**src/rtl/ifu_fetch_pkg.sv**
```systemverilog
// Shared types and constants for the instruction-fetch front end.
package ifu_fetch_pkg;

    localparam int XLEN      = 32;
    localparam int INSTR_LEN = 32;
    localparam logic [XLEN-1:0] RESET_PC_DEFAULT = 32'h0000_0000;

    typedef enum logic [1:0] {
        S_BOOT  = 2'd0,
        S_RUN   = 2'd1,
        S_DRAIN = 2'd2
    } ifu_state_e;

    typedef struct packed {
        logic [INSTR_LEN-1:0] instr;
        logic [XLEN-1:0]      tag;
    } fq_entry_t;

    // Clears the two low address bits so redirect targets stay word-aligned.
    function automatic logic [XLEN-1:0] align_word(input logic [XLEN-1:0] addr);
        return addr & ~{{(XLEN-2){1'b0}}, 2'b11};
    endfunction

endpackage

```
**src/rtl/ifu_fetch_chk.sv**
```systemverilog
// Simulation-only protocol checks for the fetch front end's memory channel.
module ifu_fetch_chk #(
    parameter int CW = 2
) (
    input logic          clk,
    input logic          rst_n,
    input logic          rsp_valid_i,
    input logic [CW-1:0] outstanding_i,
    input logic [CW-1:0] tag_count_i
);

    a_rsp_has_request: assert property (@(posedge clk) disable iff (!rst_n)
        rsp_valid_i |-> (outstanding_i != '0))
        else $error("imem response with no outstanding request");

    a_tags_paired: assert property (@(posedge clk) disable iff (!rst_n)
        tag_count_i == outstanding_i)
        else $error("tag FIFO out of step with outstanding count");

endmodule

```
**src/rtl/ifu_fetch_fifo_sync.sv**
```systemverilog
// Synchronous FIFO with clear and occupancy count; DEPTH must be a power of two.
module fifo_sync #(
    parameter int WIDTH = 32,
    parameter int DEPTH = 2,
    parameter int CW    = $clog2(DEPTH + 1)
) (
    input  logic             clk,
    input  logic             rst_n,
    input  logic             clear_i,
    input  logic             push_i,
    input  logic             pop_i,
    input  logic [WIDTH-1:0] din_i,
    output logic [WIDTH-1:0] dout_o,
    output logic [CW-1:0]    count_o
);

    localparam int AW = $clog2(DEPTH);
    localparam logic [AW-1:0] PTR_ONE  = AW'(1);
    localparam logic [CW-1:0] CNT_ONE  = CW'(1);
    localparam logic [CW-1:0] CNT_FULL = CW'(DEPTH);

    logic [WIDTH-1:0] mem_q [DEPTH];
    logic [AW-1:0]    wr_ptr_q;
    logic [AW-1:0]    rd_ptr_q;
    logic [CW-1:0]    count_q;
    logic             do_push_s;
    logic             do_pop_s;

    assign do_push_s = push_i && (count_q != CNT_FULL);
    assign do_pop_s  = pop_i && (count_q != '0);
    assign dout_o    = mem_q[rd_ptr_q];
    assign count_o   = count_q;

    // Storage, pointers and count; clear empties the FIFO without touching storage.
    always_ff @(posedge clk or negedge rst_n) begin
        if (!rst_n) begin
            for (int i = 0; i < DEPTH; i++) begin
                mem_q[i] <= '0;
            end
            wr_ptr_q <= '0;
            rd_ptr_q <= '0;
            count_q  <= '0;
        end else if (clear_i) begin
            wr_ptr_q <= '0;
            rd_ptr_q <= '0;
            count_q  <= '0;
        end else begin
            if (do_push_s) begin
                mem_q[wr_ptr_q] <= din_i;
                wr_ptr_q        <= wr_ptr_q + PTR_ONE;
            end
            if (do_pop_s) begin
                rd_ptr_q <= rd_ptr_q + PTR_ONE;
            end
            case ({do_push_s, do_pop_s})
                2'b10:   count_q <= count_q + CNT_ONE;
                2'b01:   count_q <= count_q - CNT_ONE;
                default: count_q <= count_q;
            endcase
        end
    end

endmodule

```
**src/rtl/ifu_fetch.sv**
```systemverilog
// Instruction fetch front end: sequential PC generation, request throttling,
// fetch queue with stall hold, and flush redirect with stale-response dropping.
module ifu_fetch
    import ifu_fetch_pkg::*;
#(
    parameter logic [XLEN-1:0] RESET_PC = RESET_PC_DEFAULT,
    parameter int              FQ_DEPTH = 2
) (
    input  logic                 clk,
    input  logic                 rst_n,
    output logic                 imem_req_valid,
    input  logic                 imem_req_ready,
    output logic [XLEN-1:0]      imem_req_addr,
    input  logic                 imem_rsp_valid,
    input  logic [INSTR_LEN-1:0] imem_rsp_data,
    output logic [INSTR_LEN-1:0] instr,
    output logic                 instr_valid,
    output logic [XLEN-1:0]      instr_tag,
    input  logic                 pipe_stall,
    input  logic                 pipe_flush,
    input  logic [XLEN-1:0]      redirect_pc
);

    localparam int CW = $clog2(FQ_DEPTH + 1);
    localparam logic [CW:0]     CAP     = (CW + 1)'(FQ_DEPTH);
    localparam logic [CW-1:0]   ONE     = CW'(1);
    localparam logic [XLEN-1:0] PC_STEP = XLEN'(4);

    ifu_state_e      state_q, state_d;
    logic [XLEN-1:0] pc_q, pc_d;
    logic [CW-1:0]   out_q, out_d;
    logic [CW-1:0]   drop_q, drop_d;

    logic [CW-1:0]   fq_count_s;
    logic [CW-1:0]   tag_count_s;
    logic [CW:0]     occ_sum_s;
    logic            req_valid_s;
    logic            accept_s;
    logic            rsp_drop_s;
    logic            fq_push_s;
    logic            fq_pop_s;
    logic [XLEN-1:0] tag_head_s;
    fq_entry_t       fq_din_s;
    fq_entry_t       fq_head_s;

    // Request gating, response routing and next-state for PC, counters and FSM.
    always_comb begin
        occ_sum_s   = {1'b0, fq_count_s} + {1'b0, out_q};
        req_valid_s = (state_q == S_RUN) && !pipe_flush && (occ_sum_s < CAP);
        accept_s    = req_valid_s && imem_req_ready;
        rsp_drop_s  = imem_rsp_valid && (pipe_flush || (drop_q != '0));
        fq_push_s   = imem_rsp_valid && !rsp_drop_s;
        fq_pop_s    = instr_valid && !pipe_stall && !pipe_flush;
        fq_din_s    = '{instr: imem_rsp_data, tag: tag_head_s};

        case ({accept_s, imem_rsp_valid})
            2'b10:   out_d = out_q + ONE;
            2'b01:   out_d = out_q - ONE;
            default: out_d = out_q;
        endcase

        // A response arriving with the flush belongs to the old stream, so it is not counted.
        if (pipe_flush) begin
            drop_d = imem_rsp_valid ? (out_q - ONE) : out_q;
        end else if (imem_rsp_valid && (drop_q != '0)) begin
            drop_d = drop_q - ONE;
        end else begin
            drop_d = drop_q;
        end

        if (pipe_flush) begin
            pc_d = align_word(redirect_pc);
        end else if (accept_s) begin
            pc_d = pc_q + PC_STEP;
        end else begin
            pc_d = pc_q;
        end

        if (pipe_flush) begin
            state_d = (drop_d != '0) ? S_DRAIN : S_RUN;
        end else begin
            case (state_q)
                S_BOOT:  state_d = S_RUN;
                S_RUN:   state_d = S_RUN;
                S_DRAIN: state_d = (drop_d == '0) ? S_RUN : S_DRAIN;
                default: state_d = S_BOOT;
            endcase
        end
    end

    // FSM state, PC and in-flight bookkeeping.
    always_ff @(posedge clk or negedge rst_n) begin
        if (!rst_n) begin
            state_q <= S_BOOT;
            pc_q    <= RESET_PC;
            out_q   <= '0;
            drop_q  <= '0;
        end else begin
            state_q <= state_d;
            pc_q    <= pc_d;
            out_q   <= out_d;
            drop_q  <= drop_d;
        end
    end

    fifo_sync #(
        .WIDTH ($bits(fq_entry_t)),
        .DEPTH (FQ_DEPTH),
        .CW    (CW)
    ) u_fetch_q (
        .clk     (clk),
        .rst_n   (rst_n),
        .clear_i (pipe_flush),
        .push_i  (fq_push_s),
        .pop_i   (fq_pop_s),
        .din_i   (fq_din_s),
        .dout_o  (fq_head_s),
        .count_o (fq_count_s)
    );

    // Never cleared: each entry stays matched to its response, dropped or not.
    fifo_sync #(
        .WIDTH (XLEN),
        .DEPTH (FQ_DEPTH),
        .CW    (CW)
    ) u_tag_q (
        .clk     (clk),
        .rst_n   (rst_n),
        .clear_i (1'b0),
        .push_i  (accept_s),
        .pop_i   (imem_rsp_valid),
        .din_i   (pc_q),
        .dout_o  (tag_head_s),
        .count_o (tag_count_s)
    );

    ifu_fetch_chk #(
        .CW (CW)
    ) u_chk (
        .clk           (clk),
        .rst_n         (rst_n),
        .rsp_valid_i   (imem_rsp_valid),
        .outstanding_i (out_q),
        .tag_count_i   (tag_count_s)
    );

    assign imem_req_valid = req_valid_s;
    assign imem_req_addr  = pc_q;
    assign instr          = fq_head_s.instr;
    assign instr_tag      = fq_head_s.tag;
    assign instr_valid    = (fq_count_s != '0);

endmodule
```
**config.mk**
```make
export PLATFORM = sky130hd
export DESIGN_NAME = ifu_fetch
export DESIGN_NICKNAME = d
export VERILOG_FILES = /design/src/rtl/ifu_fetch_pkg.sv /design/src/rtl/ifu_fetch_chk.sv /design/src/rtl/ifu_fetch_fifo_sync.sv /design/src/rtl/ifu_fetch.sv
export SDC_FILE = /design/constraint.sdc
export NUM_CORES = 1
export LEC_CHECK = 0
export CAP_MARGIN = 20
export CELL_PAD_IN_SITES_DETAIL_PLACEMENT = 1
export CELL_PAD_IN_SITES_GLOBAL_PLACEMENT = 2
export CORE_MARGIN = 3
export CORE_UTILIZATION = 36
export DETAILED_ROUTE_END_ITERATION = 8
export PLACE_DENSITY = 0.85
export SLEW_MARGIN = 30
export SYNTH_ARGS = -nofsm -noshare
export SYNTH_HDL_FRONTEND = slang
export SYNTH_SLANG_ARGS = --single-unit
```
**constraint.sdc**
```tcl
create_clock -name clk -period 3.4 [get_ports clk]
set_input_delay 0.51 -clock clk [delete_from_list [all_inputs] [get_ports clk]]
set_output_delay 0.51 -clock clk [all_outputs]
set_load 0.05 [all_outputs]
```
==> Yosys cells after proc, flatten, opt, wreduce, memory -nomap -nowiden <==
Index checks and enable logic that the tools add are counted.
{ "word_totals": {"reg_bits": 238, "inputBits": 70, "out_inout_bits": 98, "elab_cells": 110} }
{ "op_classes": {"add_sub_neg": 13, "order_cmp": 7, "eq_ne": 10, "n_mux": 29, "bitwise": 5, "n_reduce_logical": 32} }
{ "ops": {"columns": ["cell", "n"], "rows": [
  ["64-bit two-way mux", 4],
  ["32-bit two-way mux", 6],
  ["128-bit bitwise mux", 1],
  ["64-bit bitwise mux", 1],
  ["64-bit demux with 1-bit select", 1],
  ["32-bit by 3-bit adder with 32-bit output, second input constant", 1],
  ["32-bit demux with 1-bit select", 1],
  ["2-bit nonzero test", 9],
  ["2-bit one-hot mux with 2 select lines", 4],
  ["1-bit logical AND", 14],
  ["2-bit two-way mux", 7],
  ["2-bit by 1-bit == test with 1-bit output, second input constant", 4],
  ["2-bit == test, second input constant", 4],
  ["2-bit >= comparator, second input constant", 4],
  ["1-bit inverter with 2-bit output", 4],
  ["2-bit by 1-bit subtractor with 2-bit output, second input constant", 4],
  ["2-bit by 1-bit adder with 2-bit output, second input constant", 3],
  ["1-bit adder, second input constant", 4],
  ["2-bit logical NOT", 2],
  ["2-bit by 1-bit less-than comparator with 1-bit output, second input constant", 2],
  ["1-bit two-way mux", 4],
  ["2-bit != test, second input constant", 2],
  ["2-bit by 2-bit adder with 3-bit output", 1],
  ["1-bit logical NOT", 3],
  ["6 further kinds", 6]
]} }

==> Logic depth before layout (Yosys ltp) <==
Gate-level depths: netlist (run 1).
{ "logic_depth": {"depth_word": 9, "mapped_depth": 10, "depth_no_buf": 9} }

==> Modules after synthesis <==
A second synthesis (run 1) with hierarchy kept.
{ "hier_totals": {"hier_cells": 807, "hier_area_um2": 10979.3} }
{ "modules_own_cells": {"columns": ["module", "n_inst", "cells_each", "area_per_inst_um2", "seq_area_each_um2"], "rows": [
  ["fifo_sync at u_fetch_q", 1, 364, 5734.2, 3303.2],
  ["fifo_sync at u_tag_q", 1, 194, 2989.1, 1701.6],
  ["ifu_fetch", 1, 249, 2255.9, 900.9]
]} }

==> Worst setup path before layout (run 1) <==
Ideal clock, no wire load.
{ "synth_timing": {"path_kind": "register -> output", "start": "register out_q[0]", "end": "output port imem_req_valid", "arrival_time_ns": 2.609, "required_ns": 2.890, "setup_slack_ns": 0.281, "path_stages_with_launch": 5, "n_path_buf": 0, "cell_sequence": "dfrtp_1 -> and2_1 -> fa_1 -> nand2b_1 -> nor4_1"} }
{ "synth_between": {"elab_chain_len": 3} }
{ "synth_lines": {"columns": ["element", "line", "rtl"], "rows": [
  ["start: declaration", "ifu_fetch.sv:31", "logic [CW-1:0] out_q, out_d;"],
  ["start signal: assignment", "ifu_fetch.sv:101", "out_q <= out_d;"],
  ["2-bit by 2-bit adder with 3-bit output", "ifu_fetch.sv:48", "occ_sum_s = {1'b0, fq_count_s} + {1'b0, out_q};"],
  ["3-bit by 2-bit less-than comparator with 1-bit output", "ifu_fetch.sv:49", "req_valid_s = (state_q == S_RUN) && !pipe_flush && (occ_sum_s < CAP);"],
  ["1-bit logical AND", "ifu_fetch.sv:49", null],
  ["end: declaration", "ifu_fetch.sv:11", "output logic imem_req_valid,"]
]} }
Every way passes these cells.

==> Worst setup path in the final report (run 1) <==
{ "layout_timing": {"start": "register u_fetch_q.rd_ptr_q", "end": "output port instr_tag[10]"} }
{ "layout_between": {"elab_chain_len": 4} }
{ "layout_lines": {"columns": ["element", "line", "rtl"], "rows": [
  ["start: declaration", "ifu_fetch_fifo_sync.sv:24", "logic [AW-1:0] rd_ptr_q;"],
  ["start signal: assignment", "ifu_fetch_fifo_sync.sv:53", "rd_ptr_q <= rd_ptr_q + PTR_ONE;"],
  ["1-bit inverter with 2-bit output (not written as such)", "ifu_fetch_fifo_sync.sv:31", "assign dout_o = mem_q[rd_ptr_q];"],
  ["64-bit two-way mux (not written as such) (3 in a row)", "ifu_fetch_fifo_sync.sv:31", null],
  ["end: declaration", "ifu_fetch.sv:18", "output logic [XLEN-1:0] instr_tag,"]
]} }
Every way passes these cells. The select of a mux whose other input is x is not followed.

==> results of run 1 <==
-- cells in the final DEF, fill, tap and decap left out, drive strengths merged, types with 3 or more instances in the layout --
| master | count |
|---|---|
| xnor2 | 12 |
| mux2i | 31 |
| nand3 | 19 |
| nor4 | 7 |
| nor2 | 77 |
| mux2 | 185 |
| xor2 | 6 |
| ha | 4 |
| clkdlybuf4s50 | 158 |
| buf | 19 |
| inv | 8 |
| conb | 4 |
| dfrtp | 228 |
| nor2b | 7 |
| nand4 | 10 |
| o221ai | 3 |
| clkbuf | 42 |
| or3 | 3 |
| o211ai | 12 |
| nor3 | 5 |
| a31o | 3 |
| a21oi | 63 |
| nand2b | 3 |
| nand2 | 45 |
| o311ai | 12 |
| o21ai | 18 |
-- repair_timing --
item                                   CTS  global route
resized for setup                        0             1
endpoints found under the hold margin    0             0
setup endpoints to repair                0             1
setup buffers                            0             0
-- cells in the mapped netlist (9+ instances only) --
library cell               instances
sky130_fd_sc_hd__xnor2_1          12
sky130_fd_sc_hd__nor2_1           77
sky130_fd_sc_hd__nand3_1          19
sky130_fd_sc_hd__buf_4             9
sky130_fd_sc_hd__o311ai_0         10
sky130_fd_sc_hd__mux2i_1          31
sky130_fd_sc_hd__dfrtp_1         228
sky130_fd_sc_hd__nand2_1          45
sky130_fd_sc_hd__mux2_2          182
sky130_fd_sc_hd__o211ai_1         11
sky130_fd_sc_hd__clkbuf_1         15
sky130_fd_sc_hd__buf_2            22
sky130_fd_sc_hd__o21ai_0          15
sky130_fd_sc_hd__a21oi_1          63
sky130_fd_sc_hd__nand4_1           9
-- stage by stage --
stage	std cells	total power [mW]	setup slack (ns)	instance area, sq um	hold slack [ns]
2_1_floorplan	839	8.05	0.281	10300	0.214
5_1_grt	1387	13.1	0.148	13200	0.0791
3_5_place_dp	1344	9.69	0.629	12400	0.470
4_1_cts	1387	12.5	0.0442	13200	0.0353
6_report	1387	12.3	0.267	13200	0.0302
3_3_place_gp	1344	9.54	0.598	12400	0.467
-- per-layer routing --
layer	track usage	vias to the layer above	wire (um)
li1	-	3290	-
met1	0.248	3596	12700
met2	0.272	171	11700
met3	0.0309	27	1200
met4	0.0339	0	340
met5	0	-	0
-- registers in the layout (all words and copies together), names as in the netlist --
register / cells
u_fetch_q.mem_q: 124
u_fetch_q.rd_ptr_q: 1
u_fetch_q.count_o: 2
out_q: 2
u_tag_q.count_o: 2
state_q: 2
drop_q: 2
u_fetch_q.wr_ptr_q: 1
imem_req_addr: 30
u_tag_q.rd_ptr_q: 1
u_tag_q.mem_q: 60
u_tag_q.wr_ptr_q: 1
-- where the power goes --
part	switching (mW)	leakage (nW)	internal, mW	total [mW]
sequential	0.758	2.88	3.80	4.56
combinational	2.89	2.38	2.16	5.05
clock	1.06	0.407	1.67	2.73
total	4.72	5.67	7.62	12.3
-- worst max-delay path by stage --
| stage | startpoint | to | slack (ns) |
|---|---|---|---|
| after floorplan | out_q[0] | imem_req_valid | 0.28 |
| after global placement | out_q[0] | imem_req_valid | 0.60 |
| after detailed placement | out_q[0] | out_q[1] | 0.63 |
| after CTS | out_q[0] | imem_req_valid | 0.04 |
| after global routing | u_fetch_q.rd_ptr_q | instr_tag[25] | 0.15 |
| final | u_fetch_q.rd_ptr_q | instr_tag[10] | 0.27 |
-- cell type report --
cell class / instances / area, sq um / share of cell area
clock inverter: 1 / 30.0 / 0.00228
multi-input combinational: 551 / 4330 / 0.328
tap: 378 / 473 / 0.0358
clock buffer: 42 / 802 / 0.0608
inverter: 9 / 33.8 / 0.00256
sequential: 228 / 5710 / 0.433
timing repair buffer: 178 / 1820 / 0.138
-- kinds of logic (layout without fill, tap and decap cells) --
logic type | Yosys count | after routing | share of synthesized area
xor+xnor | 18 | 18 | 0.0153
fa+ha+maj | 5 | 5 | 0.00681
buf+inv | 60 | 230 | 0.0279
compound gates | 122 | 122 | 0.0729
flops | 228 | 228 | 0.555
mux | 216 | 216 | 0.233
simple gates | 186 | 186 | 0.0894
other cells | 1 | 4 | 0.000365
-- critical path, stage by stage (launching register included) --
cell and delay (ns):
sky130_fd_sc_hd__dfrtp_2 0.70, sky130_fd_sc_hd__buf_4 0.32, sky130_fd_sc_hd__mux2_2 0.38, sky130_fd_sc_hd__clkdlybuf4s50_1 0.70
==> flow_summary.json, run 1 <==
{
  "outcome": "complete, no violations",
  "crit_path_start_kind": "register",
  "crit-reg2reg-capture": "out_q[1]",
  "die_height_um": 175,
  "dr_vias": 7084,
  "drt_drc_violations_left": 0,
  "post_drt_via_cell_ratio": 5.11,
  "die_area_sq_um": 30600,
  "place_congestion": 0.723,
  "clock_latency_ns": 0.53,
  "data_arrival_at_the_endpoint_of_the_critical_path_ns": 2.62,
  "power_density_nw_per_um2": 935,
  "final_hold_viol_count": 0,
  "maximum_net_fanout_on_the_critical_path": 15,
  "grt_start_max_net_pins": 94,
  "first_global_vias": 7663,
  "clk_pin_slew_worst_paths_ns": 0.06,
  "area_of_the_placeable_core_sq_um": 27900,
  "worst_setup_path_end_kind": "output port",
  "final_min_period_over_clock_period": 0.921,
  "seq_area_frac_synth": 0.555,
  "antenna_found_initial": 0,
  "yosys_register_bits": 228,
  "power.leakage_nw": 5.67,
  "global_route_usage_sum": 0.171,
  "drt-pass1-iter-count": 6,
  "die_x_um": 175,
  "htreeDepth": 1,
  "clockRootBuffer": "sky130_fd_sc_hd__clkbuf_16",
  "nets": 1069,
  "routedWlPerCell_um": 18.7,
  "clock-sinks": 228,
  "ys.flop_type": "sky130_fd_sc_hd__dfrtp_1",
  "post_synth_edffs": 0,
  "post-route-util": 0.472,
  "io_pins": 168,
  "yosys_warnings": 0,
  "antenna_cells_inserted": 0,
  "synth.area.top_cells": "sky130_fd_sc_hd__dfrtp_1 55%, sky130_fd_sc_hd__mux2_2 20%, sky130_fd_sc_hd__a21oi_1 3.1%",
  "place_hpwl_mm": 17.3,
  "synth_cell_types": 56,
  "antenna_violating_nets_post_route": 0,
  "row_count": 61,
  "worst_slew_margin_rel": 0.515,
  "worst-r2r-cell-count": 10,
  "cts_tree": "done",
  "drv_slew": 0,
  "worst_pin_slew_ns": 0.728,
  "synth_area_leader_cell": "sky130_fd_sc_hd__dfrtp_1",
  "timing_worst_setup_path_type": "reg -> out",
  "grt_pass1_wl_mm": 42.6,
  "tritoncts.num_buffers": 26,
  "max_freq_mhz": 319,
  "layout_min_cycle_time_ns": 3.13,
  "rsz0062_at_grt": "no",
  "num-fill-cells": 2919,
  "post_synth_arst_share": 1.00,
  "post_synth_inst_count": 836,
  "cap_viol_max_count": 0,
  "post_cts_hold_buffer_count": 0,
  "syn-cell-area_sq_um": 10300,
  "timing.reg2reg.setup_slack_ns": 0.59,
  "port_buffers": 161,
  "setup_viol_count_final": 0,
  "grt_overflow_total": 0,
  "worst_min_delay_path_category": "in -> async",
  "first_drt_iteration_drcs": 269,
  "area.growth.synth_to_final_pct": 28.3,
  "fin_worst_skew_ns": 0.0170,
  "post-synth-top-area-fraction": 0.555,
  "wl_mm": 26.0,
  "post_synth.cell_area_avg_sq_um": 12.3,
  "setup_tns_ns": 0,
  "max-vdd-ir-drop_mv": 0.404,
  "r2r-start": "out_q[0]",
  "floorplan.initialDensity": 0.368,
  "clk_path_buf_depth": 3,
  "drive_gt1_frac": 0.253,
  "critical_path_required_ns": 2.89
}
(Power assumes the default switching activity.)
==> run 2, diff against run 1 <==
--- a/config.mk
+++ b/config.mk
@@ -9,9 +9,9 @@
 export CELL_PAD_IN_SITES_DETAIL_PLACEMENT = 1
 export CELL_PAD_IN_SITES_GLOBAL_PLACEMENT = 2
 export CORE_MARGIN = 3
-export CORE_UTILIZATION = 36
+export CORE_UTILIZATION = 39
 export DETAILED_ROUTE_END_ITERATION = 8
-export PLACE_DENSITY = 0.85
+export PLACE_DENSITY = 0.91
 export SLEW_MARGIN = 30
 export SYNTH_ARGS = -nofsm -noshare
 export SYNTH_HDL_FRONTEND = slang
==> constraint.sdc (replaced) <==
create_clock -name clk -period 3.7 [get_ports clk]
set_input_delay 0.555 -clock clk [delete_from_list [all_inputs] [get_ports clk]]
set_output_delay 0.555 -clock clk [all_outputs]
set_load 0.05 [all_outputs]
==> flow_summary.json, run 2 (synthesized netlist as in run 1, its figures left out) <==
{
  "fin_area_sq_um": 13200,
  "most_frequent_standard_cell_in_the_layout_excluding_fill_and_tap_cells": "sky130_fd_sc_hd__dfrtp_1",
  "io_pins": 168,
  "area_of_the_placeable_core_sq_um": 25500,
  "clockRootBuffer": "sky130_fd_sc_hd__clkbuf_16",
  "data_arrival_at_the_endpoint_of_the_critical_path_ns": 2.89,
  "drive_gt1_frac": 0.260,
  "port_buffers": 161,
  "dp_worst_setup_slack_ns": 0.760,
  "top_register": "u_fetch_q.mem_q",
  "row_count": 58,
  "critical-path-max-stage-delay_ns": 0.87,
  "maximum_net_fanout_on_the_critical_path": 5,
  "postLayoutSetupSlackWorst_ns": 0.251,
  "final_cell_mix": "226 x sky130_fd_sc_hd__dfrtp_1, 182 x sky130_fd_sc_hd__mux2_2, 159 x sky130_fd_sc_hd__clkdlybuf4s50_1",
  "clock_latency_ns": 0.52,
  "worst_slew_margin_rel": 0.489,
  "drt_drc_violations_left": 0,
  "seq_area_sq_um": 5710,
  "worst-r2r-cell-count": 8,
  "cap_viol_max_count": 0,
  "dr_vias": 7227,
  "post-route-util": 0.518,
  "first_global_vias": 7800,
  "crit_chain": "and2_1, fa_1, nand2b_1, nor4_1, clkdlybuf4s50_1",
  "fin_worst_skew_ns": 0.0119,
  "post_cts_hold_buffer_count": 0,
  "worst_setup_path_end_kind": "output port",
  "final_min_period_over_clock_period": 0.932,
  "clock-sinks": 228,
  "max_freq_mhz": 290,
  "timing_worst_setup_path_type": "reg -> out",
  "wl_mm": 26.7,
  "num-fill-cells": 2630,
  "die_area_sq_um": 28400,
  "antenna_violating_nets_post_route": 0,
  "drv_slew": 0,
  "setup_viol_count_final": 0,
  "layout_min_cycle_time_ns": 3.45,
  "worst_pin_slew_ns": 0.767,
  "placement.cell_area_sq_um": 12300,
  "final.hold.worst_slack_ns": 0.0753,
  "die_x_um": 168,
  "place_congestion": 0.784,
  "crit_path_start_kind": "register",
  "worst_min_delay_path_category": "in -> async",
  "global_route_usage_sum": 0.186,
  "setup_tns_ns": 0,
  "post_drt_via_cell_ratio": 5.39,
  "final_hold_viol_count": 0,
  "tritoncts.num_buffers": 26,
  "outcome": "complete, no violations",
  "drt-pass1-iter-count": 4,
  "power.leakage_nw": 5.69,
  "grt_start_max_net_pins": 99,
  "max-vdd-ir-drop_mv": 0.513,
  "die_height_um": 168,
  "multiInputGateArea_sq_um": 4330,
  "area.growth.synth_to_final_pct": 28.5,
  "place_hpwl_mm": 17.5,
  "first_drt_iteration_drcs": 357,
  "routedWlPerCell_um": 19.9,
  "clk_path_buf_depth": 3,
  "worst_path_max_delay_cell": "sky130_fd_sc_hd__clkdlybuf4s50_1",
  "antenna_cells_inserted": 0,
  "rsz0062_at_grt": "no",
  "nets": 1067,
  "htreeDepth": 1,
  "cts_tree": "done",
  "antenna_found_initial": 0,
  "cts_resized": 0,
  "clk_pin_slew_worst_paths_ns": 0.06,
  "power_density_nw_per_um2": 879,
  "critical_path_required_ns": 3.14,
  "max_ffs_per_register": 124,
  "cts_post_setup_buffers_inserted": 0,
  "grt_pass1_wl_mm": 42.9,
  "grt_overflow_total": 0,
  "floorplan.initialDensity": 0.403
}
## run 2: cell types whose count changed in the layout (fill, tap and decap cells not counted), sizes merged, moves of 2 or more
cell	delta
inv	+2
bufinv	+2
clkinv	+3
clkbuf	-5
buf	-2
## run 2: routing by layer
layer | wire length [um] | part of all wire | track usage
met1 | 12200 | 0.46 | 0.261
met2 | 12800 | 0.48 | 0.311
met3 | 1270 | 0.048 | 0.0286
met4 | 348 | 0.013 | 0.0349
met5 | 0 | 0 | 0
## run 2: final timing paths
path | slack (ns) | startpoint | endpoint
min in group clk | 0.49 | u_tag_q.mem_q[21] | u_tag_q.mem_q[21]
min reg2reg | 0.49 | u_tag_q.mem_q[21] | u_tag_q.mem_q[21]
min | 0.08 | rst_n | u_fetch_q.mem_q[41]
max in group asynchronous | 2.77 | rst_n | u_fetch_q.mem_q[83]
max reg2reg | 0.78 | out_q[0] | u_tag_q.mem_q[58]
max | 0.25 | out_q[0] | imem_req_valid
## run 2: cell type report
cell class                      instances  area share
Multi-Input combinational cell        551       0.328
Clock inverter                          9     0.00984
Tap cell                              330      0.0312
Timing Repair Buffer                  176       0.136
Clock buffer                           37      0.0608
Sequential cell                       228       0.432
Inverter                                9     0.00256
## run 2: power breakdown
part,switching (mW),total [mW],internal (mW)
registers,0.736,4.23,3.49
logic,2.67,4.66,1.98
clock network,1.02,2.73,1.71
total,4.43,11.6,7.19
## run 2: metrics by stage
stage / total power [mW] / cells
3_5_place_dp: 8.93 / 1294
5_1_grt: 12.3 / 1340
6_report: 11.6 / 1340
3_3_place_gp: 8.75 / 1294
2_1_floorplan: 7.40 / 839
4_1_cts: 11.8 / 1340
## run 2: critical path: cells and delay by family, from the launching register on
family	cells	cell delay, ns
flops	1	0.43
fa+ha+maj	1	0.47
buf+inv	1	0.87
simple gates	3	0.61
==> run 3, diff against run 2 <==
--- a/config.mk
+++ b/config.mk
@@ -10,6 +10,7 @@
 export CELL_PAD_IN_SITES_GLOBAL_PLACEMENT = 2
 export CORE_MARGIN = 3
 export CORE_UTILIZATION = 39
+export CTS_BUF_LIST = sky130_fd_sc_hd__clkbuf_16
 export DETAILED_ROUTE_END_ITERATION = 8
 export PLACE_DENSITY = 0.91
 export SLEW_MARGIN = 30
==> flow_summary.json, run 3 (synthesized netlist as in run 1, its figures left out) <==
{
  "post_drt_via_cell_ratio": 5.39,
  "port_buffers": 161,
  "critical-path-max-stage-delay_ns": 0.87,
  "globalRoute.busiestLayer": "met2",
  "clock-sinks": 228,
  "postLayoutSetupSlackWorst_ns": 0.251,
  "crit_start": "out_q[0]",
  "worst-r2r-cell-count": 8,
  "antenna_violating_nets_post_route": 0,
  "place_congestion": 0.784,
  "fin_worst_skew_ns": 0.0159,
  "num-fill-cells": 2649,
  "clk_path_buf_depth": 3,
  "grt_util_met2": 0.316,
  "worst_min_delay_path_category": "in -> async",
  "critical-path-top-delay-family": "buffers and inverters",
  "final.hold.worst_slack_ns": 0.0662,
  "grt_start_max_net_pins": 99,
  "post_cts_hold_buffer_count": 0,
  "area_of_the_placeable_core_sq_um": 25500,
  "io_pins": 168,
  "wl_mm": 26.7,
  "worst_pin_slew_ns": 0.770,
  "r2r-start": "out_q[0]",
  "setup_viol_count_final": 0,
  "drv_slew": 0,
  "max-vdd-ir-drop_mv": 0.513,
  "tritoncts.num_buffers": 26,
  "top_register": "u_fetch_q.mem_q",
  "post-place-cells": 1294,
  "cts_post_setup_buffers_inserted": 0,
  "multiInputGateArea_sq_um": 4330,
  "max_freq_mhz": 290,
  "final_cell_mix": "226 x sky130_fd_sc_hd__dfrtp_1, 182 x sky130_fd_sc_hd__mux2_2, 159 x sky130_fd_sc_hd__clkdlybuf4s50_1",
  "worst_slew_margin_rel": 0.487,
  "gr-usage-met1": 0.263,
  "timing_worst_setup_path_type": "reg -> out",
  "clk_pin_slew_worst_paths_ns": 0.06,
  "drive_gt1_frac": 0.251,
  "antenna_cells_inserted": 0,
  "power_density_nw_per_um2": 871,
  "layout_min_cycle_time_ns": 3.45,
  "cts_resized": 0,
  "die_x_um": 168,
  "place_hpwl_mm": 17.5,
  "drt_drc_violations_left": 0,
  "data_arrival_at_the_endpoint_of_the_critical_path_ns": 2.89,
  "cts_tree": "done",
  "clock_latency_ns": 0.52,
  "timing.reg2reg.setup_slack_ns": 0.79,
  "row_count": 58,
  "die_height_um": 168,
  "final_hold_viol_count": 0,
  "first_global_vias": 7833,
  "dp_worst_setup_slack_ns": 0.760,
  "max_ffs_per_register": 124,
  "total_power_mw": 11.4,
  "nets": 1067,
  "crit_chain": "and2_1, fa_1, nand2b_1, nor4_1, clkdlybuf4s50_1",
  "area.growth.synth_to_final_pct": 27.7,
  "first_drt_iteration_drcs": 338,
  "worstPathBufferInverterCount": 1,
  "global_route_usage_sum": 0.188,
  "final_cell_count_no_fill": 1340,
  "drt-pass1-iter-count": 4,
  "die_area_sq_um": 28400,
  "cap_viol_max_count": 0,
  "grt_overflow_total": 0,
  "worst_path_max_delay_cell": "sky130_fd_sc_hd__clkdlybuf4s50_1",
  "crit_path_start_kind": "register",
  "rsz0062_at_grt": "no",
  "power.leakage_nw": 5.65,
  "routedWlPerCell_um": 20.0,
  "floorplan.initialDensity": 0.403,
  "crit-reg2reg-capture": "u_tag_q.mem_q[58]",
  "seq_area_sq_um": 5710,
  "outcome": "complete, no violations",
  "antenna_found_initial": 0,
  "dr_vias": 7216,
  "grt_pass1_wl_mm": 43.3,
  "final_min_period_over_clock_period": 0.932,
  "clockRootBuffer": "sky130_fd_sc_hd__clkbuf_16",
  "worst_setup_path_end_kind": "output port",
  "maximum_net_fanout_on_the_critical_path": 5,
  "htreeDepth": 1,
  "setup_tns_ns": 0,
  "critical_path_required_ns": 3.14,
  "most_frequent_standard_cell_in_the_layout_excluding_fill_and_tap_cells": "sky130_fd_sc_hd__dfrtp_1",
  "global_route.usage.met3": 0.0282
}
## run 3: layout make-up
cell class              instances  share of cell area
clock buffers                  27              0.0515
clock inverters                19              0.0128
inverters                       9             0.00257
multi-input cells             551               0.330
flip-flops and latches        228               0.435
well taps                     330              0.0314
repair buffers                176               0.137
## run 3: power breakdown
| part | total, mW | internal [mW] | switching [mW] |
|---|---|---|---|
| clock | 2.55 | 1.52 | 1.02 |
| combinational | 4.66 | 1.98 | 2.68 |
| sequential | 4.23 | 3.49 | 0.736 |
## run 3: layer usage
metal / share of wire / vias to the layer above
met5: 0 / -
li1: - / 3295
met3: 0.045 / 20
met2: 0.48 / 183
met4: 0.010 / 0
met1: 0.46 / 3718
## run 3: how the worst max path moves through the flow
stage / end / slack, ns / depth (start not counted)
floorplan: imem_req_valid / 0.54 / 4
global placement: u_tag_q.mem_q[41] / 0.85 / 8
detailed placement: u_tag_q.mem_q[36] / 0.76 / 8
CTS: imem_req_valid / 0.22 / 5
global route: imem_req_valid / 0.08 / 5
finish: imem_req_valid / 0.25 / 5
## run 3: metrics by stage
step / cell area, sq um / utilization
after floorplan: 10300 / -
after global placement: 12300 / 0.481
after detailed placement: 12300 / 0.481
after CTS: 13100 / 0.514
after global routing: 13100 / 0.514
final: 13100 / 0.514
